<file path="src/rtl/c3lib_ckdiv_chk_pkg.sv">
// ----------------------------------------------------------------------------
// c3lib_ckdiv_chk_pkg
// Shared definitions for the divided-clock checker:
//   chk_state_t  - checker FSM states (IDLE -> ACQ -> LOCKED)
//   chk_half     - half-period of the divided clock in clk_in cycles
//   chk_phase_w  - width of the phase output for a given divide ratio
//   chk_run_w    - width of the run counter (must hold HALF+1)
//   chk_good_w   - width of the good-edge counter (must hold LOCK_CNT)
// ----------------------------------------------------------------------------
package c3lib_ckdiv_chk_pkg;

   typedef enum logic [1:0] {
      CHK_IDLE   = 2'd0,
      CHK_ACQ    = 2'd1,
      CHK_LOCKED = 2'd2
   } chk_state_t;

   function automatic int chk_half(input int div_ratio);
      return div_ratio / 2;
   endfunction

   function automatic int chk_phase_w(input int div_ratio);
      return (div_ratio > 2) ? $clog2(div_ratio) : 1;
   endfunction

   // Run counter saturates at HALF+1, so it needs room for that value.
   function automatic int chk_run_w(input int div_ratio);
      return $clog2(div_ratio / 2 + 2);
   endfunction

   function automatic int chk_good_w(input int lock_cnt);
      return (lock_cnt > 1) ? $clog2(lock_cnt + 1) : 1;
   endfunction

endpackage

</file>
<file path="src/rtl/c3lib_ckdiv_chk_edge_ctn.sv">
// ----------------------------------------------------------------------------
// c3lib_ckdiv_chk_edge_ctn
// Samples the divided clock, detects edges and classifies each half-period.
//   clk_in      : reference clock, all logic on posedge
//   rst_n       : asynchronous active-low reset
//   clk_div_in  : divided clock under check (synchronous to clk_in)
//   edge_flag   : sampled level changed this cycle
//   rise_next   : a rising edge will be flagged in the next cycle
//   good_edge   : edge arrived exactly HALF cycles after the previous one
//   bad_raw     : half-period too short, or too long (reported once)
// ----------------------------------------------------------------------------
module c3lib_ckdiv_chk_edge_ctn
   import c3lib_ckdiv_chk_pkg::*;
#(
   parameter int DIV_RATIO = 2
) (
   input  logic clk_in,
   input  logic rst_n,
   input  logic clk_div_in,
   output logic edge_flag,
   output logic rise_next,
   output logic good_edge,
   output logic bad_raw
);

   localparam int HALF  = chk_half(DIV_RATIO);
   localparam int RUN_W = chk_run_w(DIV_RATIO);
   localparam logic [RUN_W-1:0] HALF_V = RUN_W'(HALF);
   localparam logic [RUN_W-1:0] SAT_V  = RUN_W'(HALF + 1);

   logic             s;
   logic             s_d;
   logic [RUN_W-1:0] run;

   // run holds the number of cycles since the last edge cycle.
   always_ff @(posedge clk_in or negedge rst_n) begin
      if (!rst_n) begin
         s   <= 1'b0;
         s_d <= 1'b0;
         run <= '0;
      end else begin
         s   <= clk_div_in;
         s_d <= s;
         if (edge_flag) begin
            run <= RUN_W'(1);
         end else if (run != SAT_V) begin
            run <= run + RUN_W'(1);
         end
      end
   end

   assign edge_flag = s ^ s_d;

   // Looks one cycle ahead so the phase counter reads 0 on the rise cycle.
   assign rise_next = clk_div_in & ~s;

   assign good_edge = edge_flag && (run == HALF_V);

   // A long half-period is reported on the HALF -> HALF+1 step only; the edge
   // that finally ends it arrives with run saturated and is not reported again.
   assign bad_raw = (edge_flag && (run < HALF_V)) ||
                    (!edge_flag && (run == HALF_V));

endmodule

</file>
<file path="src/rtl/c3lib_ckdiv_chk_ctn.sv">
// ----------------------------------------------------------------------------
// c3lib_ckdiv_chk_ctn
// Checks that a divided clock toggles at exactly DIV_RATIO with 50% duty.
//   clk_in      : fast reference clock
//   rst_n       : asynchronous active-low reset
//   clk_div_in  : divided clock under check
//   chk_en      : checker enable; low forces IDLE
//   err_clr     : synchronous clear of err_cnt
//   locked      : checker FSM is in LOCKED
//   err_pulse   : one-cycle pulse per bad event
//   err_cnt     : saturating count of bad events
//   phase       : position within the divided period (0 on rise), 0 unless locked
// ----------------------------------------------------------------------------
module c3lib_ckdiv_chk_ctn
   import c3lib_ckdiv_chk_pkg::*;
#(
   parameter  int DIV_RATIO = 2,
   parameter  int LOCK_CNT  = 4,
   parameter  int ERR_W     = 8,
   localparam int PHASE_W   = chk_phase_w(DIV_RATIO)
) (
   input  logic               clk_in,
   input  logic               rst_n,
   input  logic               clk_div_in,
   input  logic               chk_en,
   input  logic               err_clr,
   output logic               locked,
   output logic               err_pulse,
   output logic [ERR_W-1:0]   err_cnt,
   output logic [PHASE_W-1:0] phase
);

   localparam int GOOD_W = chk_good_w(LOCK_CNT);
   localparam logic [GOOD_W-1:0]  LOCK_LAST = GOOD_W'(LOCK_CNT - 1);
   localparam logic [PHASE_W-1:0] PHASE_MAX = PHASE_W'(DIV_RATIO - 1);
   localparam logic [ERR_W-1:0]   ERR_MAX   = '1;

   logic edge_flag;
   logic rise_next;
   logic good_edge;
   logic bad_raw;

   chk_state_t          state;
   chk_state_t          state_nxt;
   logic [GOOD_W-1:0]   good_cnt;
   logic [GOOD_W-1:0]   good_nxt;
   logic                bad_evt;
   logic [PHASE_W-1:0]  phase_cnt;

   c3lib_ckdiv_chk_edge_ctn #(
      .DIV_RATIO (DIV_RATIO)
   ) u_edge (
      .clk_in     (clk_in),
      .rst_n      (rst_n),
      .clk_div_in (clk_div_in),
      .edge_flag  (edge_flag),
      .rise_next  (rise_next),
      .good_edge  (good_edge),
      .bad_raw    (bad_raw)
   );

   // The first edge seen from IDLE only starts acquisition, so nothing is
   // judged until the FSM has left IDLE.
   always_comb begin
      state_nxt = state;
      good_nxt  = good_cnt;
      bad_evt   = chk_en && (state != CHK_IDLE) && bad_raw;
      if (!chk_en) begin
         state_nxt = CHK_IDLE;
         good_nxt  = '0;
      end else begin
         case (state)
            CHK_IDLE: begin
               if (edge_flag) begin
                  state_nxt = CHK_ACQ;
                  good_nxt  = '0;
               end
            end
            CHK_ACQ: begin
               if (bad_evt) begin
                  good_nxt = '0;
               end else if (good_edge) begin
                  if (good_cnt == LOCK_LAST) begin
                     state_nxt = CHK_LOCKED;
                     good_nxt  = '0;
                  end else begin
                     good_nxt = good_cnt + GOOD_W'(1);
                  end
               end
            end
            CHK_LOCKED: begin
               if (bad_evt) begin
                  state_nxt = CHK_ACQ;
                  good_nxt  = '0;
               end
            end
            default: begin
               state_nxt = CHK_IDLE;
               good_nxt  = '0;
            end
         endcase
      end
   end

   always_ff @(posedge clk_in or negedge rst_n) begin
      if (!rst_n) begin
         state    <= CHK_IDLE;
         good_cnt <= '0;
         locked   <= 1'b0;
      end else begin
         state    <= state_nxt;
         good_cnt <= good_nxt;
         locked   <= (state_nxt == CHK_LOCKED);
      end
   end

   // Free-running phase, realigned on every rise; only exposed while locked.
   always_ff @(posedge clk_in or negedge rst_n) begin
      if (!rst_n) begin
         phase_cnt <= '0;
      end else if (rise_next || (phase_cnt == PHASE_MAX)) begin
         phase_cnt <= '0;
      end else begin
         phase_cnt <= phase_cnt + PHASE_W'(1);
      end
   end

   assign phase = locked ? phase_cnt : '0;

   // A bad event coinciding with err_clr leaves exactly that one event counted.
   always_ff @(posedge clk_in or negedge rst_n) begin
      if (!rst_n) begin
         err_pulse <= 1'b0;
         err_cnt   <= '0;
      end else begin
         err_pulse <= bad_evt;
         if (bad_evt) begin
            if (err_clr) begin
               err_cnt <= ERR_W'(1);
            end else if (err_cnt != ERR_MAX) begin
               err_cnt <= err_cnt + ERR_W'(1);
            end
         end else if (err_clr) begin
            err_cnt <= '0;
         end
      end
   end

endmodule

</file>
<file path="config.mk">
export PLATFORM = sky130hd
export DESIGN_NAME = c3lib_ckdiv_chk_ctn
export DESIGN_NICKNAME = d
export VERILOG_FILES = /design/src/rtl/c3lib_ckdiv_chk_pkg.sv /design/src/rtl/c3lib_ckdiv_chk_edge_ctn.sv /design/src/rtl/c3lib_ckdiv_chk_ctn.sv
export SDC_FILE = /design/constraint.sdc
export NUM_CORES = 1
export LEC_CHECK = 0
export CAP_MARGIN = 30
export CORE_ASPECT_RATIO = 0.75
export CORE_UTILIZATION = 30
export DETAILED_ROUTE_END_ITERATION = 7
export SLEW_MARGIN = 20
export SYNTH_ARGS = -nofsm -noshare
export SYNTH_HDL_FRONTEND = slang
export SYNTH_SLANG_ARGS = --single-unit
</file>
<file path="constraint.sdc">
create_clock -name clk_in -period 1.7 [get_ports clk_in]
set_input_delay 0.34 -clock clk_in [delete_from_list [all_inputs] [get_ports clk_in]]
set_output_delay 0.34 -clock clk_in [all_outputs]
set_load 0.01 [all_outputs]
</file>
==> flow_summary_export.csv <==
group,metric,value,unit
timing,maxSlewHeadroom,0.7185,
layout,instances_no_fill,185,
synthesis,seq_area_frac_synth,0.4624,
worst_setup_path,crit_path_start_kind,"flop",
clock_network,numCtsBuffers,3,
layout,multi_input_area,589.3,µm²
placed_design,gp_congestion,0.8208,
synthesis,ys.flop_type,"dfrtp_1",
timing,max_freq,571.9,MHz
floorplan,die_area,3854,µm²
layout,area_growth,40.35,%
worst_setup_path,end_kind,"flop",
timing,finalCriticalPeriod,1749,ps
pwr,p_leak,0.6549,nW
layout,nFillCells,308,
clock_network,cts.sinks,20,
timing,rsz0062_at_grt,"true",
worst_setup_path,reg2reg_from,"u_edge.run[0]",
global_routing,grt_pass1_vias,969,
route,routed_wl,2.673,mm
worst_setup_path,startpoint,"u_edge.run[0]",
clock_network,cts_tree,"built",
route,drc,1,
clock_network,clockBufferDepth,2,
worst_setup_path,critPathMaxStageDelay,480,ps
layout,layout.cells.most_common,"buf_4",
synthesis,syn_inst,111,
global_routing,track_usage,0.1456,
layout,final_net_count,156,
route,drt-vias-per-instance,5.297,
clock_network,hold_buffers,0,
synthesis,async_flop_share,1.000,
timing,setup_viol,1,
pwr,p_per_area,958.9,nW/µm²
floorplan,fp.dieW,71.36,µm
route,vias,980,
hold_path,hp-class,"input port to asynchronous set/reset pin",
worst_setup_path,crit_required,1880,ps
worst_setup_path,worstPathArrival,1930,ps
worst_setup_path,regToRegSetupSlack,-50,ps
timing,hold_ws,421.9,ps
placed_design,numPortBuffers,15,
route,drt-pass1-iter-count,6,
route,wl_per_cell,14.45,µm
worst_setup_path,critical_path_buf_inv_count,1,
worst_setup_path,crit_slowest_cell,"or4_1",
global_routing,grt_max_degree,21,
timing,worst_slew_pin_slew,420.7,ps
synthesis,syn_area,1082,µm²
run,maxCapViolations,0,
timing,hold_viol,0,
worst_setup_path,timing.rr.end,"err_cnt[5]",
status,status,"finished with violations",
layout,antenna_cells,0,
worst_setup_path,critPathKind,"flop to flop",
layout,layout_common_cells,"buf_4, dfrtp_1, clkdlybuf4s50_1",
floorplan,initial_utilization,0.3225,
timing,finClkSkew,5.301,ps
placed_design,dpl_worst_slack,-258.2,ps
worst_setup_path,critPathMaxFanout,7,
worst_setup_path,worstRegToRegCells,6,
layout,ff_latch_area,501.7,µm²
route,dr.first_iter.drc_count,43,
global_routing,grt_pass1_wl,4.236,mm
placed_design,placedInstanceArea,1406,µm²
worst_setup_path,path_delay_family,"simple AND/OR/NAND/NOR gates",
floorplan,die_y,54.02,µm
global_routing,grt_antenna_before_repair,0,
synthesis,syn-num-nets,121,
timing,layout_setup_ws,-48.50,ps
synthesis,yosys_warnings,0,
synthesis,synth_cell_types,36,
placed_design,dp_hpwl,1.939,mm
clock_network,cts-root-buf,"clkbuf_8",
status,violations,"DRC, setup timing",
worst_setup_path,cp_cell_sequence,"inv_2 > ha_4 > o211ai_1 > mux2_4 > or4_1 > a21oi_1",
placed_design,dp.cells,178,
floorplan,core_area,3356,µm²
pwr,peakVddDrop,0.0003761,V
synthesis,ys_seq_elements,20,
route,postRouteAntennaNets,0,
floorplan,rows,18,
layout,drive_above_1_share,0.2345,
clock_network,h-tree-depth,1,
synthesis,synth_edf_count,0,
timing,finalCritPeriodShare,1.029,
synthesis,syn_avg_cell_area,9.750,µm²
clock_network,cts.reportedPaths.clkPinSlew,80,ps
clock_network,clock_latency,260,ps
timing,drv_slew,0,
layout,fin_area,1519,µm²
floorplan,pin_count,16,
global_routing,grt.overflow.total,0,
final cells by class:
type / instances / area share
multi-input combinational: 80 / 0.3880
sequential: 20 / 0.3303
timing repair buffer: 35 / 0.1977
clock buffer: 4 / 0.03624
tap: 40 / 0.03295
inverter: 6 / 0.01483
synthesized netlist by cell type (2+ instances only):
cell	n	area, µm²
dfrtp_1	20	500.5
nand2_1	11	41.29
a21oi_1	8	40.04
nor2_1	7	26.28
inv_1	6	22.52
o21ai_0	6	30.03
ha_1	5	62.56
o211ai_1	4	30.03
a211oi_1	3	22.52
clkbuf_1	3	11.26
nand3_1	3	15.01
o311ai_0	3	26.28
o41ai_1	3	26.28
nand2b_1	2	12.51
nand4_1	2	12.51
nor2b_1	2	12.51
nor3_1	2	10.01
o32ai_1	2	17.52
xor2_1	2	17.52
what timing repair did:
item	in CTS	in global routing
setup endpoints to repair	5	6
gates cloned	0	0
pin swaps	0	2
buffers inserted	2	1
gates resized for setup	4	5
routing by layer:
metal / global-route usage / vias to the layer above / wire length [µm]
met5: 0 / - / 0
met1: 0.1854 / 475 / 1298
met4: 0.08000 / 0 / 36
met3: 0.02622 / 4 / 101
met2: 0.2397 / 21 / 1237
li1: - / 480 / -
worst max path at each step:
stage | to | slack, ps | depth (start not counted)
CTS | err_cnt[5] | -30 | 6
floorplan | err_cnt[5] | -40 | 7
detailed placement | err_cnt[6] | -260 | 6
global placement | err_cnt[5] | -220 | 5
global route | err_cnt[5] | -80 | 6
finish | err_cnt[5] | -50 | 6
where the power goes:
part           switching (mW)  internal (mW)  total (mW)
clock                   0.156          0.206       0.362
combinational           0.247          0.275       0.522
sequential             0.0493          0.523       0.573
registers in the layout, indices dropped and copies added (netlist names), 2 cells and up:
signal / count
state: 2
err_cnt: 8
u_edge.run: 2
good_cnt: 3
logic make-up (layout without fill, tap and decap cells):
kind of cell / Yosys count / count (layout) / synth area share
buffers and inverters: 11 / 45 / 0.03930
adders and majority gates: 5 / 5 / 0.05780
xor gates and xnor gates: 3 / 3 / 0.03122
DFF: 20 / 20 / 0.4624
muxes: 3 / 3 / 0.03352
and+or+nand+nor: 36 / 36 / 0.1665
AOI/OAI and AO/OA: 33 / 33 / 0.2093
per-stage QoR:
stage | utilization | TNS, ps | power (mW)
2_1_floorplan | - | -43.05 | 0.8309
3_3_place_gp | 0.4191 | -1385 | 0.9800
3_5_place_dp | 0.4191 | -1709 | 1.007
4_1_cts | 0.4418 | -47.59 | 1.414
5_1_grt | 0.4526 | -229.7 | 1.548
6_report | 0.4526 | -48.50 | 1.457
No activity file was read; power rests on OpenSTA's default activity.
